File: src/rtl/rnn_pkg.sv
// Shared types, constants and helpers for the RNN matrix-vector sequencer.
//   fixed_t : signed DATA_W fixed-point element
//   idx_t   : row/column index
//   acc_t   : signed MAC accumulator (wide enough that no overflow occurs before saturation)
//   state_t : sequencer FSM encoding
package rnn_pkg;

   localparam int unsigned DATA_W    = 16;
   localparam int unsigned IDX_W     = 8;
   localparam int unsigned FRAC_BITS = 8;
   localparam int unsigned ACC_W     = 2*DATA_W + IDX_W;

   typedef logic signed [DATA_W-1:0] fixed_t;
   typedef logic        [IDX_W-1:0]  idx_t;
   typedef logic signed [ACC_W-1:0]  acc_t;

   typedef logic [2:0] state_t;
   localparam state_t S_IDLE  = 3'd0;
   localparam state_t S_ISSUE = 3'd1;
   localparam state_t S_DRAIN = 3'd2;
   localparam state_t S_WRITE = 3'd3;
   localparam state_t S_DONE  = 3'd4;

   localparam acc_t FIX_MAX = acc_t'({1'b0, {(DATA_W-1){1'b1}}});
   localparam acc_t FIX_MIN = -FIX_MAX - acc_t'(1);

   // Arithmetic shift (floor, no rounding), then clamp to the fixed_t range
   function automatic fixed_t sat_shift(input acc_t acc, input int unsigned sh);
      acc_t s;
      s = acc >>> sh;
      if (s > FIX_MAX)      return fixed_t'(FIX_MAX);
      else if (s < FIX_MIN) return fixed_t'(FIX_MIN);
      else                  return fixed_t'(s);
   endfunction

endpackage

File: src/rtl/rnn_mv_seq_if.sv
// Control and storage-side bus of the matrix-vector sequencer.
//   slave  : the sequencer (takes start/abort/config and read data, drives addresses, writes, status)
//   master : the register block / storage side
interface rnn_mv_seq_if;
   import rnn_pkg::*;

   logic   start;
   logic   abort;
   idx_t   rows_cfg;
   idx_t   cols_cfg;
   logic   busy;
   logic   done;
   idx_t   w_row;
   idx_t   w_col;
   fixed_t w_data;
   idx_t   x_idx;
   fixed_t x_data;
   logic   h_we;
   idx_t   h_idx;
   fixed_t h_data;

   modport slave (
      input  start, abort, rows_cfg, cols_cfg, w_data, x_data,
      output busy, done, w_row, w_col, x_idx, h_we, h_idx, h_data
   );

   modport master (
      output start, abort, rows_cfg, cols_cfg, w_data, x_data,
      input  busy, done, w_row, w_col, x_idx, h_we, h_idx, h_data
   );

endinterface

File: src/rtl/rnn_mac.sv
// Signed multiply-accumulate unit.
//   i_clear : zero the accumulator (wins over i_en)
//   i_en    : add i_a*i_b to the accumulator
//   o_acc   : registered accumulator
module rnn_mac
   import rnn_pkg::*;
(
   input  logic   clk,
   input  logic   rst_n,
   input  logic   i_clear,
   input  logic   i_en,
   input  fixed_t i_a,
   input  fixed_t i_b,
   output acc_t   o_acc
);

   localparam int unsigned PROD_W = 2*DATA_W;

   logic signed [PROD_W-1:0] w_a;
   logic signed [PROD_W-1:0] w_b;
   logic signed [PROD_W-1:0] w_prod;
   acc_t                     r_acc;

   // Sign-extend operands so the full-width product is exact
   assign w_a    = PROD_W'(i_a);
   assign w_b    = PROD_W'(i_b);
   assign w_prod = w_a * w_b;

   always_ff @(posedge clk or negedge rst_n) begin
      if (!rst_n)       r_acc <= '0;
      else if (i_clear) r_acc <= '0;
      else if (i_en)    r_acc <= r_acc + ACC_W'(w_prod);
   end

   assign o_acc = r_acc;

endmodule

File: src/rtl/rnn_mv_seq.sv
// Sequencer for h = sat((W * x) >>> FRAC_BITS).
// Walks rows/columns of W, fetches W[r][c] and x[c] (1-cycle read latency),
// drives the shared MAC and writes one saturated result per row.
//   clk, rst_n : clock, async active-low reset
//   bus        : start/abort/config in, weight/vector read port, hidden write port, busy/done
module rnn_mv_seq #(
   parameter int unsigned FRAC_BITS = rnn_pkg::FRAC_BITS
) (
   input  logic         clk,
   input  logic         rst_n,
   rnn_mv_seq_if.slave  bus
);
   import rnn_pkg::*;

   state_t r_state, w_state_n;
   idx_t   r_row, w_row_n;
   idx_t   r_col, w_col_n;
   idx_t   r_rows, w_rows_n;
   idx_t   r_cols, w_cols_n;
   logic   r_vld, w_vld_n;
   logic   r_busy, w_busy_n;
   logic   r_done, w_done_n;
   logic   r_h_we, w_h_we_n;
   logic   w_mac_clr;
   acc_t   w_acc;

   // Next-state, counter and status decode
   always_comb begin
      w_state_n = r_state;
      w_row_n   = r_row;
      w_col_n   = r_col;
      w_rows_n  = r_rows;
      w_cols_n  = r_cols;
      w_mac_clr = 1'b0;

      case (r_state)
         S_IDLE: begin
            if (bus.start) begin
               w_rows_n  = bus.rows_cfg;
               w_cols_n  = bus.cols_cfg;
               w_row_n   = '0;
               w_col_n   = '0;
               w_mac_clr = 1'b1;
               w_state_n = (bus.rows_cfg != '0 && bus.cols_cfg != '0) ? S_ISSUE : S_DONE;
            end
         end
         S_ISSUE: begin
            if (r_col == r_cols - idx_t'(1)) begin
               w_col_n   = '0;
               w_state_n = S_DRAIN;
            end else begin
               w_col_n   = r_col + idx_t'(1);
            end
         end
         S_DRAIN: w_state_n = S_WRITE;
         S_WRITE: begin
            w_mac_clr = 1'b1;
            if (r_row == r_rows - idx_t'(1)) begin
               w_row_n   = '0;
               w_state_n = S_DONE;
            end else begin
               w_row_n   = r_row + idx_t'(1);
               w_state_n = S_ISSUE;
            end
         end
         S_DONE:  w_state_n = S_IDLE;
         default: w_state_n = S_IDLE;
      endcase

      // Abort overrides everything except the write already on the bus this cycle
      if (bus.abort && r_state != S_IDLE) begin
         w_state_n = S_IDLE;
         w_row_n   = '0;
         w_col_n   = '0;
         w_mac_clr = 1'b1;
      end

      // Read data returns one cycle after an ISSUE address
      w_vld_n  = (r_state == S_ISSUE) && (w_state_n != S_IDLE);
      w_busy_n = (w_state_n == S_ISSUE) || (w_state_n == S_DRAIN) || (w_state_n == S_WRITE);
      w_done_n = (w_state_n == S_DONE);
      w_h_we_n = (w_state_n == S_WRITE);
   end

   always_ff @(posedge clk or negedge rst_n) begin
      if (!rst_n) begin
         r_state <= S_IDLE;
         r_row   <= '0;
         r_col   <= '0;
         r_rows  <= '0;
         r_cols  <= '0;
         r_vld   <= 1'b0;
         r_busy  <= 1'b0;
         r_done  <= 1'b0;
         r_h_we  <= 1'b0;
      end else begin
         r_state <= w_state_n;
         r_row   <= w_row_n;
         r_col   <= w_col_n;
         r_rows  <= w_rows_n;
         r_cols  <= w_cols_n;
         r_vld   <= w_vld_n;
         r_busy  <= w_busy_n;
         r_done  <= w_done_n;
         r_h_we  <= w_h_we_n;
      end
   end

   rnn_mac u_mac (
      .clk     (clk),
      .rst_n   (rst_n),
      .i_clear (w_mac_clr),
      .i_en    (r_vld),
      .i_a     (bus.w_data),
      .i_b     (bus.x_data),
      .o_acc   (w_acc)
   );

   assign bus.busy   = r_busy;
   assign bus.done   = r_done;
   assign bus.w_row  = r_row;
   assign bus.w_col  = r_col;
   assign bus.x_idx  = r_col;
   assign bus.h_we   = r_h_we;
   assign bus.h_idx  = r_row;
   // Accumulator holds the complete row sum during WRITE; result is zero otherwise
   assign bus.h_data = r_h_we ? sat_shift(w_acc, FRAC_BITS) : '0;

endmodule
File: src/flat_wrapper.sv
// flat-port wrapper written by rule: the top's interface ports become plain ports
module rnn_mv_seq_flat import rnn_pkg::*;
#(
   parameter int unsigned FRAC_BITS = rnn_pkg::FRAC_BITS
)
  (clk, rst_n, bus_start, bus_abort, bus_rows_cfg, bus_cols_cfg, bus_w_data, bus_x_data, bus_busy, bus_done, bus_w_row, bus_w_col, bus_x_idx, bus_h_we, bus_h_idx, bus_h_data);
  rnn_mv_seq_if bus_i ();
  input  logic clk;
  input  logic rst_n;
  input wire logic [$bits(bus_i.start)-1:0] bus_start;
  input wire logic [$bits(bus_i.abort)-1:0] bus_abort;
  input wire logic [$bits(bus_i.rows_cfg)-1:0] bus_rows_cfg;
  input wire logic [$bits(bus_i.cols_cfg)-1:0] bus_cols_cfg;
  input wire logic [$bits(bus_i.w_data)-1:0] bus_w_data;
  input wire logic [$bits(bus_i.x_data)-1:0] bus_x_data;
  output wire logic [$bits(bus_i.busy)-1:0] bus_busy;
  output wire logic [$bits(bus_i.done)-1:0] bus_done;
  output wire logic [$bits(bus_i.w_row)-1:0] bus_w_row;
  output wire logic [$bits(bus_i.w_col)-1:0] bus_w_col;
  output wire logic [$bits(bus_i.x_idx)-1:0] bus_x_idx;
  output wire logic [$bits(bus_i.h_we)-1:0] bus_h_we;
  output wire logic [$bits(bus_i.h_idx)-1:0] bus_h_idx;
  output wire logic [$bits(bus_i.h_data)-1:0] bus_h_data;
  assign bus_i.start = bus_start;
  assign bus_i.abort = bus_abort;
  assign bus_i.rows_cfg = bus_rows_cfg;
  assign bus_i.cols_cfg = bus_cols_cfg;
  assign bus_i.w_data = bus_w_data;
  assign bus_i.x_data = bus_x_data;
  assign bus_busy = bus_i.busy;
  assign bus_done = bus_i.done;
  assign bus_w_row = bus_i.w_row;
  assign bus_w_col = bus_i.w_col;
  assign bus_x_idx = bus_i.x_idx;
  assign bus_h_we = bus_i.h_we;
  assign bus_h_idx = bus_i.h_idx;
  assign bus_h_data = bus_i.h_data;
  rnn_mv_seq #(.FRAC_BITS(FRAC_BITS)) u_core (.clk(clk), .rst_n(rst_n), .bus(bus_i));
endmodule
File: config.mk
export PLATFORM = sky130hd
export DESIGN_NAME = rnn_mv_seq_flat
export DESIGN_NICKNAME = d
export VERILOG_FILES = /design/src/rtl/rnn_pkg.sv /design/src/rtl/rnn_mv_seq_if.sv /design/src/rtl/rnn_mac.sv /design/src/rtl/rnn_mv_seq.sv /design/src/flat_wrapper.sv
export SDC_FILE = /design/constraint.sdc
export NUM_CORES = 1
export LEC_CHECK = 0
export CORE_MARGIN = 5
export CORE_UTILIZATION = 50
export DETAILED_ROUTE_END_ITERATION = 12
export PLACE_DENSITY_LB_ADDON = 0.05
export SLEW_MARGIN = 40
export SYNTH_ARGS = -nofsm -noshare
export SYNTH_HDL_FRONTEND = slang
export SYNTH_SLANG_ARGS = --single-unit
File: constraint.sdc
create_clock -name clk -period 8.8 [get_ports clk]
set_clock_uncertainty 0.1 [all_clocks]
set_input_delay 1.76 -clock clk [delete_from_list [all_inputs] [get_ports clk]]
set_output_delay 1.76 -clock clk [all_outputs]
set_load 0.01 [all_outputs]
==> run summary, run 1 <==
CP arrival = 8480 ps
Seq/Total Area, Yosys = 12.02%
Yosys cell types = 62
Sinks on Clock Net = 79
Number of synthesized register bits = 79
HP Start = u_core.r_cols[7]
Hold/Removal Path Class = reg2reg
Synth Instances = 1792
Die width = 191.4 um
Element type at the critical path start = input port
Iter 0 DRT Violations = 664
Leading cell type in the layout, fill and taps excluded = inv_1
Post-CTS setup buffers = 0
Peak Freq = 120.0 MHz
Worst-Skew Late Latency = 340 ps
Share of cells above drive strength 1 = 5.288%
Worst-Margin Slew = 749.7 ps
Post-synth ARST share = 100.0%
Post-DRT Antenna Nets = 0
Max Root-Sink Buffers = 2
Post-synthesis cell area = 0.01645 mm^2
Max-cap viol count = 0
Yosys warns = 0
Hold Crit Depth = 1
Die area = 0.03662 mm^2
Req. time, crit path = 8950 ps
Final Slew Violations = 0
CTS Buf Count = 9
Synth Area per Inst = 9.179 um^2
Largest net degree at the start of global routing = 80
Top FF cell, synth = dfrtp_1
Final worst-path cycle share = 94.67%
CTS tree = built
RePlAce Congestion = 0.9071
Total track usage = 22.84%
Number of flops mapped to enable cells by yosys = 0
H-tree depth = 3
Setup_tns = 0 ps
Residual DRC = 0
Height of the chip = 191.4 um
I/O Pins = 103
RSZ-0062 raised after global routing = no
Commonest cells after routing, fill and taps aside = inv_1, fa_1, nand2_1, ha_1, and2_1
Slew margin rel. = 50.02%
Reg2reg start = u_core.u_mac.o_acc[15]
Vias per std cell = 5.126
R2R depth = 19
Crit end category = flip-flop
FILL cells = 3051
Hold-fix buffer count after cts = 0
Area of the multi-input gates = 0.01257 mm^2
CORE AREA = 0.03254 mm^2
Via Count = 11960
Clk slew on worst S/H paths = 60 ps
Fin. Hold Viols = 0
Hold Path End = u_core.r_cols[7]
Starting density of the core = 50.55%
Drt pass-1 iters = 5
FF-to-FF End = u_core.u_mac.o_acc[34]
IO Port Bufs = 102
Initial antenna violation count = 0
Setup ws final = 468.6 ps
GRT overflow = 0
Dpl hpwl = 33870 um
Place WS = 144.8 ps
Status = finished, final reports clean
Worst R2R Setup Slack = 3250 ps
Syn_nets = 2293
Row cnt = 66
Area grow syn2layout = 12.29%
Register Area = 0.001977 mm^2
Vias in the first global route = 12820
CTS resizes = 0
Setup Crit Path Kind = in2reg
N_diodes = 0
Min Tclk post-route = 8331 ps
First-pass GRT wire length = 67170 um
WL final = 38980 um
Wire per inst = 16.71 um
Root Buffer = clkbuf_16
Crit Path Max Fanout = 8
# nets final = 2387
Setup Viol. Count Final = 0
==> cell type report <==
cell class,count,area share [%]
multi-input combinational,1217,68.04
clock inverter,5,0.5623
sequential,79,10.70
timing repair buffer,159,7.851
inverter,420,8.535
clock buffer,11,1.314
tap,442,2.994
==> state kept, by name, summed over array words and instances (netlist names) <==
register,count
u_core.r_cols,8
u_core.r_state,3
u_core.bus.busy,1
u_core.r_rows,8
u_core.bus.done,1
u_core.bus.w_col,8
u_core.u_mac.o_acc,40
u_core.bus.h_idx,8
u_core.r_vld,1
u_core.bus.h_we,1
==> stage by stage <==
| stage | instance area, um^2 | hold WS (ps) | std cells | util [%] |
|---|---|---|---|---|
| final | 18470 | 429.6 | 2333 | 56.77 |
| after global routing | 18470 | 451.2 | 2333 | 56.77 |
| after CTS | 18470 | 436.0 | 2333 | 56.77 |
| after detailed placement | 18120 | 422.6 | 2317 | 55.70 |
| after global placement | 18110 | 411.6 | 2317 | 55.66 |
| after floorplan | 16450 | 378.4 | 1792 | - |
==> critical path, cell delays in order <==
cell and delay, ps:
clkdlybuf4s50_1 640, nand2_1 270, inv_1 90, fa_1 640, fa_1 590, inv_1 70
buf_4 180, fa_1 480, inv_1 60, fa_1 500, fa_1 490, inv_1 50
fa_1 480, inv_1 40, ha_1 330, nand3_1 230, inv_1 90, a221o_1 380
o31ai_4 420, o21ai_2 120, a221oi_2 260, xnor2_1 110, a211oi_2 210
==> cells in the mapped netlist, types with 6 or more instances <==
| cell | n | area share, % |
|---|---|---|
| a211oi_1 | 7 | 0.32 |
| a21o_1 | 17 | 0.78 |
| a21oi_1 | 32 | 0.97 |
| a31oi_1 | 6 | 0.23 |
| and2_1 | 117 | 4.5 |
| and3_1 | 7 | 0.27 |
| buf_4 | 17 | 0.78 |
| clkbuf_1 | 51 | 1.2 |
| dfrtp_1 | 79 | 12 |
| fa_1 | 330 | 40 |
| ha_1 | 119 | 9.1 |
| inv_1 | 420 | 9.6 |
| mux2_2 | 13 | 0.89 |
| mux2i_1 | 18 | 1.1 |
| nand2_1 | 189 | 4.3 |
| nand3_1 | 15 | 0.46 |
| nand4_1 | 15 | 0.57 |
| nor2_1 | 98 | 2.2 |
| nor2b_1 | 6 | 0.23 |
| nor3_1 | 19 | 0.58 |
| nor3b_1 | 8 | 0.37 |
| nor4_1 | 10 | 0.38 |
| o21ai_0 | 49 | 1.5 |
| o21bai_1 | 8 | 0.37 |
| xnor2_1 | 41 | 2.2 |
| xor2_1 | 24 | 1.3 |
==> how the worst max path moves through the flow <==
stage               cells after the start           start                     end  slack [ps]
detailed placement                     23  bus_w_data[15]  u_core.u_mac.o_acc[39]         140
global placement                       23  bus_w_data[15]  u_core.u_mac.o_acc[39]         160
CTS                                    23  bus_w_data[15]  u_core.u_mac.o_acc[39]         460
global route                           23  bus_w_data[15]  u_core.u_mac.o_acc[34]         180
floorplan                              23  bus_w_data[15]  u_core.u_mac.o_acc[39]         930
finish                                 23  bus_w_data[15]  u_core.u_mac.o_acc[39]         470
==> routing by layer <==
layer,track usage (%),up-vias,wire length (um)
met2,35.77,240,17760
met3,2.648,45,1527
met5,0,-,0
met1,34.84,6058,19050
li1,-,5616,-
met4,4.144,0,651
==> cells by family (layout without fill, tap and decap cells) <==
| kind of cell | after synthesis | in the layout | share of synthesized area, % |
|---|---|---|---|
| muxes | 31 | 31 | 1.985 |
| adders and majority gates | 449 | 449 | 49.22 |
| xor gates and xnor gates | 65 | 65 | 3.461 |
| and+or+nand+nor | 502 | 502 | 14.61 |
| buffers and inverters | 496 | 595 | 11.73 |
| AOI/OAI and AO/OA | 170 | 170 | 6.976 |
| DFF | 79 | 79 | 12.02 |
Power of run 1 is left out: the tool's default activity adds up to more than one toggle a clock period on the data nets, which glitch-free logic cannot reach.
==> run 2: changes to the inputs <==
Clock period 8.8 ns to 10.1 ns, I/O delays scaled along.
==> run 2 against run 1 <==
  * Cell count shrank 1.5%
  * Setup slack gained 590 ps
  * Clock-buffer cell count shrank 1
  * First-iteration DRC count shrank 23%
  * Design area shrank 1.5%
  * Critical path depth shrank 1
  * Non-clock buffer count shrank 34
  * Worst hold slack lost 1.3 ps
  * Utilization shrank 0.84 points
  * Critical path type unchanged
  * Largest cell class unchanged
==> run summary, run 2 (synthesis gave the netlist of run 1 again) <==
Residual DRC = 0
Fin. Hold Viols = 0
Peak Freq = 110.6 MHz
Post-CTS setup buffers = 0
Max reg flops = 40
Total track usage = 23.44%
Die width = 191.4 um
Root Buffer = clkbuf_16
Starting density of the core = 50.55%
Iter 0 DRT Violations = 514
FILL cells = 3067
Worst-Margin Slew = 775.7 ps
Hold/Removal Path Class = reg2reg
Vias in the first global route = 12730
Share of cells above drive strength 1 = 3.608%
Worst-Skew Late Latency = 340 ps
Drt pass-1 iters = 5
Largest net degree at the start of global routing = 55
Setup Crit Path Kind = in2reg
Row cnt = 66
Area grow syn2layout = 10.63%
Status = finished, final reports clean
Height of the chip = 191.4 um
N_diodes = 0
Max stage delay on crit path = 770 ps
RePlAce Congestion = 0.8932
# nets final = 2353
I/O Pins = 103
Commonest cells after routing, fill and taps aside = inv_1, fa_1, nand2_1, ha_1, and2_1
H-tree depth = 3
Element type at the critical path start = input port
WL final = 39840 um
Vias per std cell = 5.124
CORE AREA = 0.03254 mm^2
Setup Viol. Count Final = 0
Setup_tns = 0 ps
CP top delay family = adder cells
Via Count = 11780
Crit end category = flip-flop
Slew margin rel. = 48.29%
IO Port Bufs = 102
Dpl hpwl = 34150 um
Initial antenna violation count = 0
Crit-path cells = clkdlybuf4s50_1 -> nand2_1 -> inv_1 -> fa_1 -> fa_1 -> inv_1 -> fa_1 -> inv_1 -> fa_1 -> fa_1 -> inv_1 -> fa_1 -> inv_1 -> ha_1 -> a21oi_2 -> o21ai_0 -> a221o_1 -> o31ai_4 -> o21ai_2 -> a221oi_2 -> xnor2_1 -> a211oi_2
CTS Buf Count = 9
Min Tclk post-route = 9038 ps
Crit Path Max Fanout = 16
Die area = 0.03662 mm^2
RSZ-0062 raised after global routing = no
Req. time, crit path = 10250 ps
CP max-delay cell = fa_1
Clk slew on worst S/H paths = 60 ps
Cell mode on critical path = fa_1
First-pass GRT wire length = 68540 um
CP arrival = 9180 ps
Final worst-path cycle share = 89.48%
Post-DRT Antenna Nets = 0
Wire per inst = 17.33 um
Hold-fix buffer count after cts = 0
CTS tree = built
GRT overflow = 0
Sinks on Clock Net = 79
Leading cell type in the layout, fill and taps excluded = inv_1
Worst path bufs/invs = 6
CTS resizes = 0
Final Slew Violations = 0
Max-cap viol count = 0
Max Root-Sink Buffers = 2
[run 2: cell count changes in the layout (fill, tap and decap cells not counted), sizes merged]
cell / change
clkinv: +1
clkbuf: -1
buf: -34
bufinv: -1
clkinvlp: +1
[run 2: worst paths after layout]
check / from / end / slack (ps) / cells after the start
min reg2reg: u_core.u_mac.o_acc[17] / u_core.u_mac.o_acc[17] / 430 / 2
min: u_core.u_mac.o_acc[17] / u_core.u_mac.o_acc[17] / 430 / 2
max: bus_x_data[1] / u_core.u_mac.o_acc[39] / 1060 / 22
max reg2reg: u_core.u_mac.o_acc[15] / u_core.u_mac.o_acc[34] / 4330 / 18
min in group asynchronous: rst_n / u_core.r_rows[3] / 1490 / 1
max in group asynchronous: rst_n / u_core.u_mac.o_acc[36] / 7360 / 2
[run 2: final cells by class]
class | count | area, um^2 | area share (%)
multi-input combinational | 1217 | 12570 | 69.06
sequential | 79 | 1977 | 10.86
inverter | 420 | 1577 | 8.664
timing repair buffer | 125 | 1191 | 6.546
tap | 442 | 553.0 | 3.039
clock buffer | 10 | 239.0 | 1.313
clock inverter | 6 | 92.59 | 0.5088
[run 2: per-layer routing]
layer	vias up	GRT usage, %	wire, um
met4	0	2.762	320
met1	5997	36.00	19890
li1	5550	-	-
met2	213	36.88	17980
met5	-	0	0
met3	19	3.068	1654
[run 2: per-stage QoR]
stage | utilization (%) | setup WS (ps) | hold slack [ps] | std cells | area [um^2]
after floorplan | - | 1972 | 378.4 | 1792 | 16450
after global placement | 54.87 | 813.5 | 415.2 | 2283 | 17850
after detailed placement | 54.91 | 755.0 | 415.3 | 2283 | 17860
after CTS | 55.93 | 1046 | 432.0 | 2299 | 18200
after global routing | 55.93 | 523.3 | 453.0 | 2299 | 18200
final | 55.93 | 1062 | 428.3 | 2299 | 18200
[run 2: worst reg2reg max path, cell delays in order (launching register included)]
cell,delay [ps]
dfrtp_1,370
inv_1,90
fa_1,520
inv_1,60
fa_1,520
fa_1,430
fa_1,510
inv_1,60
fa_1,530
inv_1,50
ha_1,350
a21o_1,190
a31o_2,260
or4_1,430
o221ai_1,430
nand4_1,200
a41oi_1,270
xor2_1,170
o21ai_0,90
Power of run 2 is left out for the same reason.
==> run 3: changes to the inputs <==
Settings changed: MAX_ROUTING_LAYER set to met4, SLEW_MARGIN 40 to not set.
==> run 3 against run 2 <==
  * Design area is 0.27% lower
  * Critical path depth unchanged
  * Non-clock buffer count unchanged
  * Die area is the same
  * Register-to-register slack barely moved
  * Sequential share of layout area about the same
  * Cell count did not move
  * Sequential cell count stayed put
  * First-iteration DRC count is 15% higher
  * Fmax increased by 0.70%
  * Clock-buffer cell count decreased by 1
==> run summary, run 3 (synthesis gave the netlist of run 1 again) <==
Setup Crit Path Kind = in2reg
Fin. Hold Viols = 0
Height of the chip = 191.4 um
Peak Freq = 111.4 MHz
Crit end category = flip-flop
Starting density of the core = 50.55%
Element type at the critical path start = input port
Via Count = 11830
Wire per inst = 17.30 um
Area grow syn2layout = 10.32%
Hold/Removal Path Class = reg2reg
First-pass GRT wire length = 68080 um
GRT overflow = 0
CORE AREA = 0.03254 mm^2
Vias in the first global route = 12610
N_diodes = 0
# nets final = 2353
H-tree depth = 3
Drt pass-1 iters = 5
Max Root-Sink Buffers = 2
Die area = 0.03662 mm^2
Place WS = 820.0 ps
Setup Viol. Count Final = 0
Iter 0 DRT Violations = 592
Status = finished, final reports clean
Final worst-path cycle share = 88.86%
Dpl hpwl = 34090 um
Cell area after layout = 0.01815 mm^2
Setup ws final = 1125 ps
Share of cells above drive strength 1 = 3.608%
Commonest cells after routing, fill and taps aside = inv_1, fa_1, nand2_1, ha_1, and2_1
CTS resizes = 0
Worst-Margin Slew = 919.8 ps
Register Area = 0.001977 mm^2
CP max-delay cell = clkdlybuf4s50_1
RePlAce Congestion = 0.8932
Post-DRT Antenna Nets = 0
Final Slew Violations = 0
Clk slew on worst S/H paths = 70 ps
Max stage delay on crit path = 920 ps
WL final = 39770 um
Max-cap viol count = 0
Largest net degree at the start of global routing = 64
Post-CTS setup buffers = 0
Setup_tns = 0 ps
CP arrival = 9130 ps
CTS tree = built
Slew margin rel. = 38.68%
Die width = 191.4 um
FILL cells = 3049
Hold slack = 433.5 ps
Crit-path cells = clkdlybuf4s50_1 -> nand2_1 -> fa_1 -> inv_1 -> fa_1 -> inv_1 -> fa_1 -> inv_1 -> fa_1 -> fa_1 -> inv_1 -> fa_1 -> inv_1 -> ha_1 -> a21oi_2 -> o21ai_0 -> a221o_1 -> o31ai_4 -> o21ai_2 -> a221oi_2 -> xnor2_1 -> a211oi_2
Leading cell type in the layout, fill and taps excluded = inv_1
Area of the multi-input gates = 0.01256 mm^2
Crit Path Max Fanout = 16
Cell mode on critical path = fa_1
Total track usage = 23.96%
Req. time, crit path = 10250 ps
Worst-Skew Late Latency = 340 ps
Initial antenna violation count = 0
Sinks on Clock Net = 79
Root Buffer = clkbuf_16
Row cnt = 66
RSZ-0062 raised after global routing = no
Max reg flops = 40
Residual DRC = 0
Min Tclk post-route = 8975 ps
Placed cell areas = 0.01785 mm^2
Hold-fix buffer count after cts = 0
IO Port Bufs = 102
Vias per std cell = 5.144
CTS Buf Count = 9
I/O Pins = 103
run 3: cell types whose count changed in the layout (fill, tap and decap cells not counted), sizes merged:
cell	change
inv	+5
clkinv	-2
clkbuf	-1
bufinv	-2
run 3: through the flow:
step                std cells  utilization [%]
CTS                      2299            55.77
finish                   2299            55.77
global route             2299            55.77
detailed placement       2283            54.87
global placement         2283            54.87
floorplan                1792                -
run 3: worst max-delay path, delay by kind of cell:
| kind | cells | cell delay, ps |
|---|---|---|
| AND/OR/NAND/NOR | 1 | 270 |
| adder cells (fa/ha/maj) | 7 | 3550 |
| buffers and inverters | 6 | 1350 |
| AO/OA/AOI/OAI | 7 | 1810 |
| XOR/XNOR | 1 | 130 |
run 3: cell type report:
| type | instances | share of cell area [%] |
|---|---|---|
| clock buffers | 9 | 1.241 |
| clock inverters | 7 | 0.3723 |
| inverters | 420 | 8.688 |
| multi-input cells | 1217 | 69.19 |
| flip-flops and latches | 79 | 10.89 |
| well taps | 442 | 3.048 |
| repair buffers | 125 | 6.564 |
run 3: worst paths after layout:
check                                        from  cells past startpoint                      to  slack, ps
setup / recovery                    bus_x_data[4]                     22  u_core.u_mac.o_acc[39]       1130
hold / removal                   u_core.r_rows[7]                      1        u_core.r_rows[7]        430
setup reg to reg           u_core.u_mac.o_acc[15]                     18  u_core.u_mac.o_acc[34]       4340
hold reg to reg                  u_core.r_rows[7]                      1        u_core.r_rows[7]        430
max in group asynchronous                   rst_n                      2  u_core.u_mac.o_acc[34]       7380
min in group asynchronous                   rst_n                      1     u_core.bus.h_idx[7]       1430
run 3: layer usage:
metal	global-route usage (%)	vias up	share of wire (%)
met1	35.91	6018	50
met3	2.757	26	4.2
met2	36.37	238	45
met4	3.315	0	1.1
li1	-	5543	-
met5	-	-	0
Power of run 3 is left out for the same reason.
